--- src/rtl/i2c_request_arbiter.sv ---
// Round-robin arbiter that shares one byte-level I2C master between NUM_REQ requesters.
// Sequences IDLE -> ISSUE -> WAIT -> RESP with a bounded wait on the master's done pulse.
module i2c_request_arbiter #(
  parameter int NUM_REQ   = 4,
  parameter int ADDRWIDTH = 7,
  parameter int DATAWIDTH = 8,
  parameter int TIMEOUT   = 1024
) (
  input  logic                           clk,
  input  logic                           rst,
  input  logic [NUM_REQ-1:0]             req_valid,
  input  logic [NUM_REQ*ADDRWIDTH-1:0]   req_addr,
  input  logic [NUM_REQ-1:0]             req_rw,
  input  logic [NUM_REQ*DATAWIDTH-1:0]   req_wdata,
  output logic [NUM_REQ-1:0]             req_ready,
  output logic [NUM_REQ-1:0]             rsp_valid,
  output logic                           rsp_nack,
  output logic                           rsp_timeout,
  output logic [DATAWIDTH-1:0]           rsp_rdata,
  output logic                           m_enable,
  output logic [ADDRWIDTH-1:0]           m_addr,
  output logic                           m_rw,
  output logic [DATAWIDTH-1:0]           m_wdata,
  input  logic                           m_done,
  input  logic                           m_nack,
  input  logic [DATAWIDTH-1:0]           m_rdata,
  output logic                           busy,
  output logic [$clog2(NUM_REQ)-1:0]     grant_id
);

  localparam int IDW  = $clog2(NUM_REQ);
  localparam int CNTW = $clog2(TIMEOUT);

  typedef enum logic [3:0] {
    IDLE  = 4'b0001,
    ISSUE = 4'b0010,
    WAIT  = 4'b0100,
    RESP  = 4'b1000
  } state_e;

  state_e                 state_q;
  logic [IDW-1:0]         last_grant_q, grant_q;
  logic [CNTW-1:0]        cnt_q;
  logic [NUM_REQ-1:0]     req_ready_q, rsp_valid_q;
  logic                   rsp_nack_q, rsp_timeout_q, m_enable_q, m_rw_q;
  logic [DATAWIDTH-1:0]   rsp_rdata_q, m_wdata_q;
  logic [ADDRWIDTH-1:0]   m_addr_q;

  logic                   found_d;
  logic [IDW-1:0]         win_d;
  int unsigned            idx;

  // Rotating priority: search starts just after the last granted requester.
  always_comb begin
    found_d = 1'b0;
    win_d   = '0;
    idx     = 0;
    for (int unsigned i = 1; i <= NUM_REQ; i++) begin
      idx = (32'(last_grant_q) + i) % NUM_REQ;
      if (!found_d && req_valid[IDW'(idx)]) begin
        found_d = 1'b1;
        win_d   = IDW'(idx);
      end
    end
  end

  always_ff @(posedge clk) begin
    if (rst) begin
      state_q       <= IDLE;
      last_grant_q  <= IDW'(NUM_REQ - 1);
      grant_q       <= '0;
      cnt_q         <= '0;
      req_ready_q   <= '0;
      rsp_valid_q   <= '0;
      rsp_nack_q    <= 1'b0;
      rsp_timeout_q <= 1'b0;
      rsp_rdata_q   <= '0;
      m_enable_q    <= 1'b0;
      m_addr_q      <= '0;
      m_rw_q        <= 1'b0;
      m_wdata_q     <= '0;
    end else begin
      req_ready_q <= '0;
      rsp_valid_q <= '0;
      m_enable_q  <= 1'b0;
      case (state_q)
        IDLE: begin
          if (found_d) begin
            grant_q     <= win_d;
            m_addr_q    <= req_addr[win_d*ADDRWIDTH +: ADDRWIDTH];
            m_rw_q      <= req_rw[win_d];
            m_wdata_q   <= req_wdata[win_d*DATAWIDTH +: DATAWIDTH];
            req_ready_q <= NUM_REQ'(1) << win_d;
            // Registered so the strobe is high exactly while in ISSUE.
            m_enable_q  <= 1'b1;
            state_q     <= ISSUE;
          end
        end
        ISSUE: begin
          cnt_q   <= '0;
          state_q <= WAIT;
        end
        WAIT: begin
          cnt_q <= cnt_q + 1'b1;
          if (m_done) begin
            rsp_nack_q    <= m_nack;
            rsp_timeout_q <= 1'b0;
            rsp_rdata_q   <= (!m_rw_q || m_nack) ? '0 : m_rdata;
            rsp_valid_q   <= NUM_REQ'(1) << grant_q;
            state_q       <= RESP;
          end else if (cnt_q == CNTW'(TIMEOUT - 1)) begin
            rsp_nack_q    <= 1'b0;
            rsp_timeout_q <= 1'b1;
            rsp_rdata_q   <= '0;
            rsp_valid_q   <= NUM_REQ'(1) << grant_q;
            state_q       <= RESP;
          end
        end
        RESP: begin
          last_grant_q <= grant_q;
          state_q      <= IDLE;
        end
        default: state_q <= IDLE;
      endcase
    end
  end

  assign req_ready   = req_ready_q;
  assign rsp_valid   = rsp_valid_q;
  assign rsp_nack    = rsp_nack_q;
  assign rsp_timeout = rsp_timeout_q;
  assign rsp_rdata   = rsp_rdata_q;
  assign m_enable    = m_enable_q;
  assign m_addr      = m_addr_q;
  assign m_rw        = m_rw_q;
  assign m_wdata     = m_wdata_q;
  assign busy        = (state_q != IDLE);
  assign grant_id    = grant_q;

endmodule

--- config.mk ---
export PLATFORM = sky130hd
export DESIGN_NAME = i2c_request_arbiter
export DESIGN_NICKNAME = d
export VERILOG_FILES = /design/src/rtl/i2c_request_arbiter.sv
export SDC_FILE = /design/constraint.sdc
export NUM_CORES = 1
export LEC_CHECK = 0
export CAP_MARGIN = 5
export CORE_MARGIN = 2
export CORE_UTILIZATION = 40
export DETAILED_ROUTE_END_ITERATION = 16
export PLACE_DENSITY = 0.76
export SLEW_MARGIN = 0
export SYNTH_ARGS = -nofsm -noshare
export SYNTH_HDL_FRONTEND = slang
export SYNTH_SLANG_ARGS = --single-unit
--- constraint.sdc ---
create_clock -name clk -period 2.2 [get_ports clk]
set_input_delay 0.44 -clock clk [delete_from_list [all_inputs] [get_ports clk]]
set_output_delay 0.44 -clock clk [all_outputs]
set_load 0.01 [all_outputs]
==> results.tsv <==
metric	value	unit
Vias/cell	5.258	
worst stage delay on the critical path	500	ps
clock root cell	clkbuf_8	
total negative slack	0	ps
fillers	501	
total track usage	0.2047	
ranking of synthesized cells by area	dfxtp_1, mux2i_1, o221ai_1	
Hold Slack	460.6	ps
Multi-input gate area	1286	µm²
final cell count without fillers	457	
endpoints failing setup	0	
number of routed nets with antenna violations	0	
dpl hpwl	5191	µm
post-route core utilization	0.6605	
Reg clk slew, reported paths	110	ps
Congestion Overflow GR	0	
max-slew violations	0	
vias in the first global route	2267	
CTS max path bufs	2	
LEAKAGE	1.404	nW
Critical Path Sink Type	primary output	
crit path time final	2091	ps
Warnings, synthesis	0	
Max Clk Rate	478.3	MHz
largest net degree at the start of global routing	25	
CTS Hold Bufs	0	
router iterations before antenna repair	4	
clk_skew	11.48	ps
CTS tree	yes	
Chip Height	81.70	µm
Layout Nets	462	
Yosys reg bits	53	
setup ws final	109.3	ps
Mapped Avg Cell Area	9.324	µm²
clock buffer count from CTS	5	
Net Count, Synth	340	
Hold Fails Final Rpt	0	
Post-synth ARST share	0	
CP startpoint kind	flop	
max_cap viols	0	
sequential cell area	1064	µm²
Synth Flop Type	dfxtp_1	
clk sinks	53	
fin crit share	0.9503	
initial antenna violation count	0	
antenna cells	0	
CP Class	flop to primary output	
Mapped Cells	259	
drt drc	0	
CP max-delay cell	clkdlybuf4s50_1	
Worst EP arrival	1650	ps
critical path peak fanout	6	
pre-CTS WS	49.29	ps
IO Port Bufs	117	
Worst slew margin	0.5571	
top cell type's share of synthesized area	0.4394	
io pins	118	
Slew @ Worst Pin	655.1	ps
Core ar.	5886	µm²
Post-Syn Area	2415	µm²
row cnt	28	
DIE AREA	6675	µm²
Unique masters post-synth	48	
DR iter-0 viols	134	
post-placement cell count	448	
Synth area leader	dfxtp_1	
worst-path cell chain	nor4b_4 -> inv_2 -> clkdlybuf4s50_1	
H-tree depth	2	
Placer Congestion	0.8072	
initial core utilization	0.4103	
Hold Crit Class	flop to flop	
register area share after synthesis	0.4394	
Worst-Skew Late Latency	320	ps
maximum VDD drop	0.0002741	V
Routed WL per cell	15.09	µm
CP required	1760	ps
routed wire length	6898	µm
status	finished clean	
first-pass GRT wire length	10500	µm
chip width	81.70	µm
Area growth, synth to finish	60.98	%
via count	2403	
share of cells above drive strength 1	0.09162	
pwr/cell area	583.2	nW/µm²
Post-synth EDFFs	0	
==> stage by stage <==
step	power (mW)	cell area (µm²)
2_1_floorplan	1.310	2415
3_5_place_dp	1.675	3771
3_3_place_gp	1.667	3771
6_report	2.267	3887
5_1_grt	2.382	3887
4_1_cts	2.270	3869
==> flip-flops by register name, indices dropped and copies added, names as in the netlist <==
signal        cells
m_wdata           8
m_addr            7
m_rw              1
req_ready         4
m_enable          1
rsp_rdata         8
rsp_timeout       1
last_grant_q      2
state_q           4
rsp_nack          1
grant_id          2
cnt_q            10
rsp_valid         4
==> cell families (layout without fill, tap and decap cells) <==
logic type | Yosys count | in the layout | synth area share
adders and majority gates | 1 | 1 | 0.005181
buffers and inverters | 19 | 142 | 0.03627
DFF | 53 | 53 | 0.4394
muxes | 36 | 36 | 0.1503
AOI/OAI and AO/OA | 55 | 55 | 0.1570
and+or+nand+nor | 95 | 95 | 0.2119
==> per-layer routing <==
layer	track usage	vias to the layer above	share of wire
li1	-	1188	-
met1	0.2505	1126	0.43
met2	0.3246	72	0.48
met3	0.06923	17	0.057
met4	0.09500	0	0.032
met5	0	-	0
==> cell usage in the layout (no fill, tap or decap), drive strengths merged, types with 2 or more instances in the layout <==
cell type	n
a21oi	19
clkbuf	5
or4b	2
nor4	3
and2	2
nor2b	2
o21ai	6
nand2	33
mux2	2
o221ai	16
or2	2
nand3	11
buf	13
nor2	21
nor3	4
inv	6
a211oi	3
nand2b	3
nor4b	5
o21a	2
and3	3
mux2i	34
nand4	2
clkdlybuf4s50	117
dfxtp	53
a211o	2
==> synthesized netlist by cell type, drive strengths merged (2+ instances only) <==
| cell type | instances |
|---|---|
| nand2b | 3 |
| nor4b | 5 |
| nor2 | 21 |
| and3 | 3 |
| mux2 | 2 |
| nand2 | 33 |
| nor3 | 4 |
| nand4 | 2 |
| buf | 8 |
| or4b | 2 |
| dfxtp | 53 |
| a21oi | 19 |
| a211oi | 3 |
| o221ai | 16 |
| and2 | 2 |
| nor4 | 3 |
| a211o | 2 |
| clkbuf | 7 |
| o21ai | 6 |
| mux2i | 34 |
| nor2b | 2 |
| or2 | 2 |
| nand3 | 11 |
| o21a | 2 |
| inv | 4 |
==> report_power, final <==
part | switching [mW] | total [mW] | internal [mW]
sequential | 0.0510 | 1.08 | 1.03
combinational | 0.231 | 0.589 | 0.358
clock | 0.361 | 0.600 | 0.239
==> path summary, 6_finish.rpt <==
path | start | to | slack (ps) | cells past startpoint
max | state_q[1] | busy | 110 | 3
min | rsp_rdata[3] | rsp_rdata[3] | 460 | 2
max reg2reg | cnt_q[0] | rsp_nack | 340 | 7
min reg2reg | rsp_rdata[3] | rsp_rdata[3] | 460 | 2
==> layout make-up <==
type / instances / share of cell area
clock buffer: 5 / 0.01770
sequential: 53 / 0.2736
timing repair buffer: 130 / 0.3425
tap: 75 / 0.02414
inverter: 4 / 0.003862
multi-input combinational: 187 / 0.3309
clock inverter: 3 / 0.007403
==> worst max-delay path, delay by kind of cell (launching register included) <==
family | cells | cell delay, ps
buffers and inverters | 2 | 630
flip-flops | 1 | 370
AND/OR/NAND/NOR | 1 | 340
==> timing repair <==
item / CTS / global route
buffers inserted: 0 / 1
gates resized for setup: 0 / 3
setup endpoints to repair: 0 / 1
hold endpoints to repair: 0 / 0
Power figures use the tool's default switching activity.
